$ cat src/rtl/mem_arbiter_ctrl_if.sv
// rtl/mem_arbiter_ctrl_if.sv - request/response and byte-bus bundle for mem_arbiter_ctrl
//
// Groups the fetch port (if_*), the load/store port (ls_*) and the byte-serial
// RAM/IO bus (mem_*). The controller uses the slave modport; requesters and
// the RAM model sit on the master side.
interface mem_arbiter_ctrl_if;
    logic        if_req_in;
    logic [31:0] if_addr_in;
    logic        if_flush_in;
    logic        if_done_out;
    logic [31:0] if_data_out;

    logic        ls_req_in;
    logic        ls_we_in;
    logic [1:0]  ls_size_in;
    logic [31:0] ls_addr_in;
    logic [31:0] ls_wdata_in;
    logic        ls_done_out;
    logic [31:0] ls_rdata_out;

    logic [7:0]  mem_din;
    logic [7:0]  mem_dout;
    logic [31:0] mem_a;
    logic        mem_wr;

    modport slave (
        input  if_req_in, if_addr_in, if_flush_in,
        input  ls_req_in, ls_we_in, ls_size_in, ls_addr_in, ls_wdata_in,
        input  mem_din,
        output if_done_out, if_data_out, ls_done_out, ls_rdata_out,
        output mem_dout, mem_a, mem_wr
    );

    modport master (
        output if_req_in, if_addr_in, if_flush_in,
        output ls_req_in, ls_we_in, ls_size_in, ls_addr_in, ls_wdata_in,
        output mem_din,
        input  if_done_out, if_data_out, ls_done_out, ls_rdata_out,
        input  mem_dout, mem_a, mem_wr
    );
endinterface

$ cat src/rtl/mem_arbiter_ctrl.sv
// rtl/mem_arbiter_ctrl.sv - IF/LS arbiter, byte-serial RAM/IO sequencer and optional icache
//
// Ports: clk_in (rising edge), rst_n_in (synchronous active-low reset),
//        rdy_in (global enable, low freezes state and masks mem_wr),
//        io_full_in (stalls writes into the IO window),
//        bus (mem_arbiter_ctrl_if.slave: fetch port, load/store port, RAM bus).
// Optional: define ICACHE_EN to build the direct-mapped instruction cache.
module mem_arbiter_ctrl #(
    parameter int          ICACHE_INDEX_LEN = 7,
    parameter logic [31:0] IO_BASE          = 32'h00030000,
    parameter int          IO_SPAN          = 8
) (
    input  logic                clk_in,
    input  logic                rst_n_in,
    input  logic                rdy_in,
    input  logic                io_full_in,
    mem_arbiter_ctrl_if.slave   bus
);
    typedef enum logic [1:0] {IDLE, IF_READ, LS_READ, LS_WRITE} state_t;

    state_t      state;
    logic [2:0]  cnt;
    logic        ls_last;
    logic        if_done_q, ls_done_q, mem_wr_q;
    logic [31:0] if_data_q, ls_rdata_q, mem_a_q, rd_buf;
    logic [7:0]  mem_dout_q;

    function automatic logic in_io(input logic [31:0] a);
        logic [31:0] off;
        off = a - IO_BASE;
        return off < 32'(IO_SPAN);
    endfunction

    logic [2:0]  ls_n, rd_n, wr_c;
    logic [31:0] rd_base, rd_next, wr_a;
    logic [1:0]  cap_idx;
    logic [7:0]  wr_byte;
    logic        wr_stall, wr_done;
    logic        if_valid, ls_valid, grant_if, grant_ls;
    logic        icache_hit;
    logic [31:0] icache_line;

    assign ls_n    = (bus.ls_size_in == 2'd0) ? 3'd1 : (bus.ls_size_in == 2'd1) ? 3'd2 : 3'd4;
    assign rd_n    = (state == IF_READ) ? 3'd4 : ls_n;
    assign rd_base = (state == IF_READ) ? bus.if_addr_in : bus.ls_addr_in;

    // mem_din seen at cnt = k is the byte addressed while cnt was k-1.
    assign cap_idx = 2'(cnt - 3'd1);
    always_comb begin
        rd_next = rd_buf;
        if (cnt != 3'd0) begin
            rd_next[{cap_idx, 3'b000} +: 8] = bus.mem_din;
        end
    end

    // Byte to present next: advance after a committed write, repeat after a stall.
    always_comb begin
        wr_c = 3'd0;
        if (state == LS_WRITE) begin
            wr_c = mem_wr_q ? cnt + 3'd1 : cnt;
        end
    end
    assign wr_a     = bus.ls_addr_in + {29'd0, wr_c};
    assign wr_byte  = bus.ls_wdata_in[{wr_c[1:0], 3'b000} +: 8];
    assign wr_stall = in_io(wr_a) && io_full_in;
    assign wr_done  = (state == LS_WRITE) && mem_wr_q && (cnt == ls_n - 3'd1);

    // A requester still holding req during its own done cycle is not re-served.
    assign if_valid = bus.if_req_in && !if_done_q && !bus.if_flush_in;
    assign ls_valid = bus.ls_req_in && !ls_done_q;
    assign grant_if = if_valid && (!ls_valid || ls_last);
    assign grant_ls = ls_valid && !grant_if;

`ifdef ICACHE_EN
    localparam int LINES = 1 << ICACHE_INDEX_LEN;
    localparam int TAG_W = 32 - ICACHE_INDEX_LEN - 2;

    logic [LINES-1:0]            valid;
    logic [TAG_W-1:0]            tag_arr  [LINES];
    logic [31:0]                 data_arr [LINES];
    logic [ICACHE_INDEX_LEN-1:0] if_idx, ls_idx;
    logic [TAG_W-1:0]            if_tag, ls_tag;
    logic                        fill_en, inv_en;

    assign if_idx      = bus.if_addr_in[ICACHE_INDEX_LEN+1:2];
    assign if_tag      = bus.if_addr_in[31:ICACHE_INDEX_LEN+2];
    assign ls_idx      = bus.ls_addr_in[ICACHE_INDEX_LEN+1:2];
    assign ls_tag      = bus.ls_addr_in[31:ICACHE_INDEX_LEN+2];
    assign icache_hit  = valid[if_idx] && (tag_arr[if_idx] == if_tag);
    assign icache_line = data_arr[if_idx];
    assign fill_en     = rdy_in && (state == IF_READ) && !bus.if_flush_in
                         && (cnt == 3'd4) && !in_io(bus.if_addr_in);
    assign inv_en      = rdy_in && wr_done && valid[ls_idx] && (tag_arr[ls_idx] == ls_tag);

    always_ff @(posedge clk_in) begin
        if (fill_en) begin
            tag_arr[if_idx]  <= if_tag;
            data_arr[if_idx] <= rd_next;
        end
    end

    always_ff @(posedge clk_in) begin
        if (!rst_n_in) begin
            valid <= '0;
        end else if (fill_en) begin
            valid[if_idx] <= 1'b1;
        end else if (inv_en) begin
            valid[ls_idx] <= 1'b0;
        end
    end
`else
    assign icache_hit  = 1'b0;
    assign icache_line = '0;
`endif

    always_ff @(posedge clk_in) begin
        if (!rst_n_in) begin
            state      <= IDLE;
            cnt        <= 3'd0;
            ls_last    <= 1'b0;
            if_done_q  <= 1'b0;
            ls_done_q  <= 1'b0;
            if_data_q  <= '0;
            ls_rdata_q <= '0;
            mem_wr_q   <= 1'b0;
            mem_a_q    <= '0;
            mem_dout_q <= '0;
            rd_buf     <= '0;
        end else if (rdy_in) begin
            if_done_q <= 1'b0;
            ls_done_q <= 1'b0;
            case (state)
                IDLE: begin
                    if (grant_ls) begin
                        ls_last <= if_valid;
                        cnt     <= 3'd0;
                        if (bus.ls_we_in) begin
                            state      <= LS_WRITE;
                            mem_wr_q   <= !wr_stall;
                            mem_a_q    <= wr_stall ? '0 : wr_a;
                            mem_dout_q <= wr_stall ? '0 : wr_byte;
                        end else begin
                            state   <= LS_READ;
                            mem_a_q <= bus.ls_addr_in;
                            rd_buf  <= '0;
                        end
                    end else if (grant_if) begin
                        ls_last <= 1'b0;
                        if (icache_hit) begin
                            if_done_q <= 1'b1;
                            if_data_q <= icache_line;
                        end else begin
                            state   <= IF_READ;
                            cnt     <= 3'd0;
                            mem_a_q <= bus.if_addr_in;
                            rd_buf  <= '0;
                        end
                    end
                end
                IF_READ, LS_READ: begin
                    if (state == IF_READ && bus.if_flush_in) begin
                        state <= IDLE;
                    end else begin
                        rd_buf <= rd_next;
                        if (cnt == rd_n) begin
                            state <= IDLE;
                            if (state == IF_READ) begin
                                if_done_q <= 1'b1;
                                if_data_q <= rd_next;
                            end else begin
                                ls_done_q  <= 1'b1;
                                ls_rdata_q <= rd_next;
                            end
                        end else begin
                            cnt <= cnt + 3'd1;
                            if (cnt + 3'd1 < rd_n) begin
                                mem_a_q <= rd_base + {29'd0, cnt + 3'd1};
                            end
                        end
                    end
                end
                LS_WRITE: begin
                    if (wr_done) begin
                        state     <= IDLE;
                        ls_done_q <= 1'b1;
                        mem_wr_q  <= 1'b0;
                    end else begin
                        cnt        <= wr_c;
                        mem_wr_q   <= !wr_stall;
                        mem_a_q    <= wr_stall ? '0 : wr_a;
                        mem_dout_q <= wr_stall ? '0 : wr_byte;
                    end
                end
                default: state <= IDLE;
            endcase
        end
    end

    assign bus.if_done_out  = if_done_q;
    assign bus.if_data_out  = if_data_q;
    assign bus.ls_done_out  = ls_done_q;
    assign bus.ls_rdata_out = ls_rdata_q;
    assign bus.mem_wr       = mem_wr_q & rdy_in;
    assign bus.mem_a        = mem_a_q;
    assign bus.mem_dout     = mem_dout_q;
endmodule

$ cat src/flat_wrapper.sv
// flat-port wrapper written by rule: the top's interface ports become plain ports
module mem_arbiter_ctrl_flat 
#(
    parameter int          ICACHE_INDEX_LEN = 7,
    parameter logic [31:0] IO_BASE          = 32'h00030000,
    parameter int          IO_SPAN          = 8
)
  (clk_in, rst_n_in, rdy_in, io_full_in, bus_if_req_in, bus_if_addr_in, bus_if_flush_in, bus_ls_req_in, bus_ls_we_in, bus_ls_size_in, bus_ls_addr_in, bus_ls_wdata_in, bus_mem_din, bus_if_done_out, bus_if_data_out, bus_ls_done_out, bus_ls_rdata_out, bus_mem_dout, bus_mem_a, bus_mem_wr);
  mem_arbiter_ctrl_if bus_i ();
  input  logic clk_in;
  input  logic rst_n_in;
  input  logic rdy_in;
  input  logic io_full_in;
  input wire logic [$bits(bus_i.if_req_in)-1:0] bus_if_req_in;
  input wire logic [$bits(bus_i.if_addr_in)-1:0] bus_if_addr_in;
  input wire logic [$bits(bus_i.if_flush_in)-1:0] bus_if_flush_in;
  input wire logic [$bits(bus_i.ls_req_in)-1:0] bus_ls_req_in;
  input wire logic [$bits(bus_i.ls_we_in)-1:0] bus_ls_we_in;
  input wire logic [$bits(bus_i.ls_size_in)-1:0] bus_ls_size_in;
  input wire logic [$bits(bus_i.ls_addr_in)-1:0] bus_ls_addr_in;
  input wire logic [$bits(bus_i.ls_wdata_in)-1:0] bus_ls_wdata_in;
  input wire logic [$bits(bus_i.mem_din)-1:0] bus_mem_din;
  output wire logic [$bits(bus_i.if_done_out)-1:0] bus_if_done_out;
  output wire logic [$bits(bus_i.if_data_out)-1:0] bus_if_data_out;
  output wire logic [$bits(bus_i.ls_done_out)-1:0] bus_ls_done_out;
  output wire logic [$bits(bus_i.ls_rdata_out)-1:0] bus_ls_rdata_out;
  output wire logic [$bits(bus_i.mem_dout)-1:0] bus_mem_dout;
  output wire logic [$bits(bus_i.mem_a)-1:0] bus_mem_a;
  output wire logic [$bits(bus_i.mem_wr)-1:0] bus_mem_wr;
  assign bus_i.if_req_in = bus_if_req_in;
  assign bus_i.if_addr_in = bus_if_addr_in;
  assign bus_i.if_flush_in = bus_if_flush_in;
  assign bus_i.ls_req_in = bus_ls_req_in;
  assign bus_i.ls_we_in = bus_ls_we_in;
  assign bus_i.ls_size_in = bus_ls_size_in;
  assign bus_i.ls_addr_in = bus_ls_addr_in;
  assign bus_i.ls_wdata_in = bus_ls_wdata_in;
  assign bus_i.mem_din = bus_mem_din;
  assign bus_if_done_out = bus_i.if_done_out;
  assign bus_if_data_out = bus_i.if_data_out;
  assign bus_ls_done_out = bus_i.ls_done_out;
  assign bus_ls_rdata_out = bus_i.ls_rdata_out;
  assign bus_mem_dout = bus_i.mem_dout;
  assign bus_mem_a = bus_i.mem_a;
  assign bus_mem_wr = bus_i.mem_wr;
  mem_arbiter_ctrl #(.ICACHE_INDEX_LEN(ICACHE_INDEX_LEN), .IO_BASE(IO_BASE), .IO_SPAN(IO_SPAN)) u_core (.clk_in(clk_in), .rst_n_in(rst_n_in), .rdy_in(rdy_in), .io_full_in(io_full_in), .bus(bus_i));
endmodule
$ cat config.mk
export PLATFORM = sky130hd
export DESIGN_NAME = mem_arbiter_ctrl_flat
export DESIGN_NICKNAME = d
export VERILOG_FILES = /design/src/rtl/mem_arbiter_ctrl_if.sv /design/src/rtl/mem_arbiter_ctrl.sv /design/src/flat_wrapper.sv
export SDC_FILE = /design/constraint.sdc
export NUM_CORES = 1
export LEC_CHECK = 0
export CELL_PAD_IN_SITES_DETAIL_PLACEMENT = 2
export CELL_PAD_IN_SITES_GLOBAL_PLACEMENT = 2
export CORE_ASPECT_RATIO = 1.75
export CORE_MARGIN = 2
export CORE_UTILIZATION = 31
export DETAILED_ROUTE_END_ITERATION = 8
export PLACE_DENSITY_LB_ADDON = 0.1
export SYNTH_ARGS = -nofsm -noshare
export SYNTH_HDL_FRONTEND = slang
export SYNTH_SLANG_ARGS = --single-unit
export TNS_END_PERCENT = 10
$ cat constraint.sdc
create_clock -name clk_in -period 9.8 [get_ports clk_in]
set_clock_uncertainty 0.2 [all_clocks]
set_input_delay 2.94 -clock clk_in [delete_from_list [all_inputs] [get_ports clk_in]]
set_output_delay 2.94 -clock clk_in [all_outputs]
set_load 0.1 [all_outputs]
==> impl_metrics.json, run 1 <==
{
  "outcome": "completed",
  "hp-start": "u_core.bus.mem_dout[3]",
  "rows": 85,
  "dr.first_iter.drc_count": 447,
  "core_region_area_um2": 30700,
  "crit_family": "buffers and inverters",
  "r2r_start": "u_core.state[0]",
  "grt_pass1_vias": 11700,
  "grt_overflow": 0,
  "hold_depth": 2,
  "ir_drop_v": 0.000140,
  "grt_first_pass_wirelength_um": 68600,
  "critPathLaunchType": "primary input",
  "synth_cells": 1265,
  "fin_nets": 1548,
  "area_growth_syn_to_layout_pct": 31.4,
  "num_vias": 10700,
  "insertion_delay_ns": 0.45,
  "hold_path_class": "flop to flop",
  "ctsResizeCount": 0,
  "grt_max_degree": 82,
  "gp_congestion": 0.889,
  "dp_hpwl_um": 33800,
  "setup_tns_ns": 0,
  "synthTopCellsByArea": "dfxtp_1 (30%), nor2_1 (6.4%), a211oi_1 (5.4%), a21oi_1 (4.7%), nand2_1 (3.9%)",
  "r2r_slack_ns": 3.42,
  "power.leakage_nw": 4.17,
  "worstPathCellList": "clkdlybuf4s50_1 > and2_1 > clkdlybuf4s50_1",
  "port_buffers": 220,
  "synthArstFlopShare_pct": 0,
  "route.detailed.drc": 0,
  "ys_ff_latch": 145,
  "ys_seq_area_share_pct": 30.0,
  "start_util_pct": 31.5,
  "period_share_pct": 82.4,
  "critPathMaxFanout": 9,
  "postSynthAreaPerCell_um2": 7.64,
  "p_total_mw": 1.98,
  "arrival_ns": 4.93,
  "drive_above_1_share_pct": 6.45,
  "cts_tree": "done",
  "wl_per_cell_um": 25.0,
  "rr_endpoint": "u_core.bus.mem_a[0]",
  "finalWirelength_um": 45400,
  "antenna_found_initial": 0,
  "powerDensity_nw_per_um2": 156,
  "die_y_um": 238,
  "htree_levels": 4,
  "end_kind": "output pin",
  "vias_per_cell": 5.87,
  "cts_sinks": 145,
  "synth_ff_type": "dfxtp_1",
  "critical_path.slowest_cell": "clkdlybuf4s50_1",
  "path_buf_inv": 2,
  "synthTopCellsByCount": "nor2_1 (166), dfxtp_1 (145), nand2_1 (101)",
  "synth_cell_type_count": 77,
  "grt_usage_pct": 28.0,
  "n_antenna_cell": 0,
  "synth_edf_count": 0,
  "postCtsSetupBuffers": 0,
  "fmax_ghz": 0.124,
  "yosysMostFrequentCell": "nor2_1",
  "synth_warnings": 0,
  "synth_area_um2": 9670,
  "synth_fp_nets": 1400,
  "ant_nets": 0,
  "crit_path_frequent_cell": "clkdlybuf4s50_1",
  "worst_slew_pin_slew_ns": 1.22,
  "hold_viol": 0,
  "min_delay_worst_endpoint": "u_core.bus.mem_dout[3]",
  "clock_path_buffers": 2,
  "first_pass_iters": 5,
  "yosysTopAreaCellShare_pct": 30.0,
  "crit_type": "primary input to output pin",
  "cp.required_ns": 6.66,
  "fin_crit_ns": 8.07,
  "slew_viol_final": 0,
  "finish.utilization_pct": 41.3,
  "top_level_ports": 221,
  "slew_headroom_pct": 18.1,
  "die-area_um2": 32700,
  "cpPeakStageDelay_ns": 1.13,
  "reg2regPathDepth": 14,
  "holdBufCountCts": 0,
  "maxCapViolCount": 0,
  "die_w_um": 137,
  "finalSetupViolCount": 0,
  "path_clk_slew_ns": 0.06,
  "cts_made_buffers": 17,
  "synth_top_area_cell": "dfxtp_1",
  "rsz0062_at_grt": "no",
  "root_buffer": "clkbuf_16"
}
-- layer usage --
| layer | vias up | part of all wire (%) | GRT usage (%) |
|---|---|---|---|
| met2 | 274 | 56 | 54.2 |
| met1 | 5369 | 35 | 27.5 |
| li1 | 4927 | - | - |
| met3 | 103 | 3.2 | 3.09 |
| met4 | 0 | 5.9 | 16.6 |
| met5 | - | 0 | 0 |
-- where the power goes --
group	internal, mW	leakage (nW)	switching [mW]
Combinational	0.172	2.67	0.427
Sequential	0.614	1.18	0.0184
Clock	0.457	0.315	0.291
-- state kept, by name (all words and copies together), names as in the netlist --
register,flops
u_core.mem_wr_q,1
u_core.state,2
u_core.bus.mem_a,32
u_core.bus.if_data_out,32
u_core.cnt,3
u_core.bus.mem_dout,8
u_core.rd_buf,32
u_core.bus.ls_done_out,1
u_core.bus.ls_rdata_out,32
u_core.bus.if_done_out,1
u_core.ls_last,1
-- cells in the final DEF, fill, tap and decap left out, types with 19 or more instances in the layout --
master / n
clkdlybuf4s50_1: 220
nor2_1: 165
dfxtp_1: 145
nand2_1: 101
a21oi_1: 90
a211oi_1: 70
nand3_1: 63
nor3_1: 60
o21ai_0: 51
xor2_1: 39
a22oi_1: 37
xnor2_1: 35
mux2i_1: 28
buf_4: 19
-- worst register-to-register path, stage by stage (launching register included) --
cell and delay (ns):
dfxtp_1 0.40, ha_1 0.86, nand2_1 0.73, inv_1 0.19, ha_1 0.22, inv_1 0.07, fa_1 0.39, nand2b_1 0.24
a2111oi_0 0.89, mux2i_1 0.32, o211ai_1 0.13, nor4_1 0.31, or4b_1 0.84, a41oi_1 0.36, a21oi_1 0.10
-- logic make-up (layout without fill, tap and decap cells) --
kind of cell | Yosys count | in the layout | share of synthesized area [%]
simple gates | 511 | 511 | 25.7
compound gates | 342 | 342 | 23.6
flops | 145 | 145 | 30.0
buf+inv | 130 | 291 | 5.68
xor+xnor | 74 | 74 | 6.70
mux | 42 | 42 | 5.46
fa+ha+maj | 21 | 21 | 2.87
-- area by class of cell --
cell class	count	area, um2
clock buffer	18	429
clock inverter	14	228
fill	3516	18000
inverter	20	77.6
multi-input combinational	990	6230
sequential	145	2900
tap	391	489
timing repair buffer	239	2340
-- per-stage QoR --
| step | hold slack (ns) | std cells | worst slack, ns | area (um2) |
|---|---|---|---|---|
| after detailed placement | 0.252 | 1785 | 1.72 | 12000 |
| after CTS | 0.260 | 1817 | 1.72 | 12700 |
| final | 0.258 | 1817 | 1.73 | 12700 |
| after global placement | 0.242 | 1785 | 1.74 | 12000 |
| after global routing | 0.286 | 1817 | 1.69 | 12700 |
| after floorplan | 0.249 | 1265 | 2.73 | 9670 |
-- worst max-delay path by stage --
stage	start	end	depth (start not counted)
2_1_floorplan	rdy_in	bus_mem_wr	2
3_3_place_gp	rdy_in	bus_mem_wr	3
3_5_place_dp	rdy_in	bus_mem_wr	3
4_1_cts	rdy_in	bus_mem_wr	3
5_1_grt	rdy_in	bus_mem_wr	3
6_report	rdy_in	bus_mem_wr	3
Power figures use the tool's default switching activity.
==> run 2: changes to the inputs <==
--- a/config.mk
+++ b/config.mk
@@ -9,7 +9,7 @@
 export CELL_PAD_IN_SITES_GLOBAL_PLACEMENT = 2
 export CORE_ASPECT_RATIO = 1.75
 export CORE_MARGIN = 2
-export CORE_UTILIZATION = 31
+export CORE_UTILIZATION = 26
 export DETAILED_ROUTE_END_ITERATION = 8
 export PLACE_DENSITY_LB_ADDON = 0.1
 export SYNTH_ARGS = -nofsm -noshare
==> constraint.sdc (replaced) <==
create_clock -name clk_in -period 6.88 [get_ports clk_in]
set_clock_uncertainty 0.2 [all_clocks]
set_input_delay 2.064 -clock clk_in [delete_from_list [all_inputs] [get_ports clk_in]]
set_output_delay 2.064 -clock clk_in [all_outputs]
set_load 0.1 [all_outputs]
==> run 2 against run 1 <==
Power grew 36%; final area up 1.4%; first-iteration DRC count shrank 9.8%; largest cell class unchanged; sequential cell count unchanged; combinational power up 44%; die area is 19% higher; non-clock buffer count grew 21; critical path depth up 11; core utilization decreased by 6.3 points; sequential power up 42%; clock power rose by 23%; largest power group unchanged; cell count increased by 5.8%.
==> impl_metrics.json, run 2 (synthesized netlist as in run 1, its figures left out) <==
{
  "critical_path.slowest_cell": "clkdlybuf4s50_1",
  "cts_tree": "done",
  "crit_path_frequent_cell": "buf_4",
  "critPathLaunchType": "primary input",
  "arrival_ns": 6.08,
  "dp.cells": 1890,
  "port_buffers": 220,
  "gp_congestion": 0.900,
  "hold_ws_ns": 0.262,
  "cts_made_buffers": 17,
  "grt_overflow": 0,
  "core_region_area_um2": 36800,
  "grt_max_degree": 84,
  "fillers": 4254,
  "r2r_slack_ns": 1.08,
  "hold_depth": 2,
  "start_util_pct": 26.3,
  "die-area_um2": 38800,
  "fmax_ghz": 0.168,
  "grt_pass1_vias": 11400,
  "end_kind": "flop",
  "reg2regPathDepth": 16,
  "slew_viol_final": 0,
  "clock_path_buffers": 2,
  "area_growth_syn_to_layout_pct": 33.3,
  "htree_levels": 4,
  "maxCapViolCount": 0,
  "fin_nets": 1569,
  "worst_slew_pin_slew_ns": 1.11,
  "dr.first_iter.drc_count": 403,
  "die_w_um": 150,
  "finalSetupViolCount": 0,
  "hold_path_class": "flop to flop",
  "layout_common_cells": "clkdlybuf4s50_1 (219), nor2_1 (165), dfxtp_1 (145)",
  "root_buffer": "clkbuf_16",
  "first_pass_iters": 4,
  "cts_sinks": 145,
  "ctsResizeCount": 0,
  "insertion_delay_ns": 0.46,
  "dp_hpwl_um": 35800,
  "holdBufCountCts": 0,
  "layout_commonest_cell": "clkdlybuf4s50_1",
  "ant_nets": 0,
  "setup_tns_ns": 0,
  "path_clk_slew_ns": 0.07,
  "postCtsSetupBuffers": 0,
  "top_level_ports": 221,
  "finalWirelength_um": 47000,
  "drive_above_1_share_pct": 7.95,
  "grt_usage_pct": 24.3,
  "hold_viol": 0,
  "route.detailed.drc": 0,
  "rows": 93,
  "rsz0062_at_grt": "no",
  "vias_per_cell": 5.57,
  "wl_per_cell_um": 24.4,
  "critPathMaxFanout": 15,
  "crit_type": "primary input to flop",
  "power.leakage_nw": 4.23,
  "outcome": "completed",
  "finish.utilization_pct": 35.0,
  "period_share_pct": 86.4,
  "slew_headroom_pct": 25.0,
  "num_vias": 10700,
  "antenna_found_initial": 1,
  "die_y_um": 259,
  "cpPeakStageDelay_ns": 0.52,
  "fin_crit_ns": 5.94,
  "grt_first_pass_wirelength_um": 70400,
  "worstPathCellList": "clkdlybuf4s50_1 > ha_1 > inv_1 > fa_1 > nand2b_1 > a2111oi_0 > buf_4 > mux2i_1 > o211ai_1 > nor4_1 > or4b_1 > buf_4 > a41oi_1 > a21oi_1",
  "cp.required_ns": 7.02,
  "layout.cells.non_filler": 1923,
  "ir_drop_v": 0.000161,
  "powerDensity_nw_per_um2": 209
}
-- run 2: routing by layer --
| metal | wire [um] | GRT usage [%] | share of wire [%] | up-vias |
|---|---|---|---|---|
| met5 | 0 | 0 | 0 | - |
| met4 | 2360 | 12.3 | 5.0 | 0 |
| met3 | 1020 | 2.06 | 2.2 | 84 |
| met2 | 27200 | 49.0 | 58 | 228 |
| met1 | 16400 | 23.9 | 35 | 5434 |
| li1 | - | - | - | 4966 |
-- run 2: worst paths after layout --
| path | start | endpoint |
|---|---|---|
| setup / recovery | bus_ls_addr_in[0] | u_core.bus.mem_a[0] |
| setup reg to reg | u_core.cnt[0] | u_core.bus.mem_a[0] |
| hold / removal | u_core.bus.mem_dout[6] | u_core.bus.mem_dout[6] |
| hold reg to reg | u_core.bus.mem_dout[6] | u_core.bus.mem_dout[6] |
-- run 2: critical path: cells and delay by family --
kind,cells,cell delay (ns)
adder cells (fa/ha/maj),2,0.63
buffers and inverters,4,1.03
AND/OR/NAND/NOR,3,1.08
multiplexers,1,0.28
AO/OA/AOI/OAI,4,0.99
-- run 2: through the flow --
stage	setup WS, ns	instance area, um2	power (mW)
6_report	0.937	12900	2.69
5_1_grt	0.624	12900	2.80
4_1_cts	1.05	12900	2.72
3_5_place_dp	0.626	12300	1.79
3_3_place_gp	0.630	12300	1.78
2_1_floorplan	1.48	9670	1.47
-- run 2: power by group --
part           total [mW]  switching [mW]  internal [mW]
Sequential          0.902          0.0268          0.875
Combinational       0.864           0.611          0.253
Clock               0.923           0.444          0.479
Total                2.69            1.08           1.61
-- run 2: final cells by class --
class,instances,area [um2],share of cell area (%)
clock buffer,17,425,3.30
antenna,1,2.50,0.0194
tap,475,594,4.61
timing repair buffer,260,2500,19.4
clock inverter,15,139,1.08
sequential,145,2900,22.5
multi-input combinational,990,6240,48.4
inverter,20,77.6,0.602
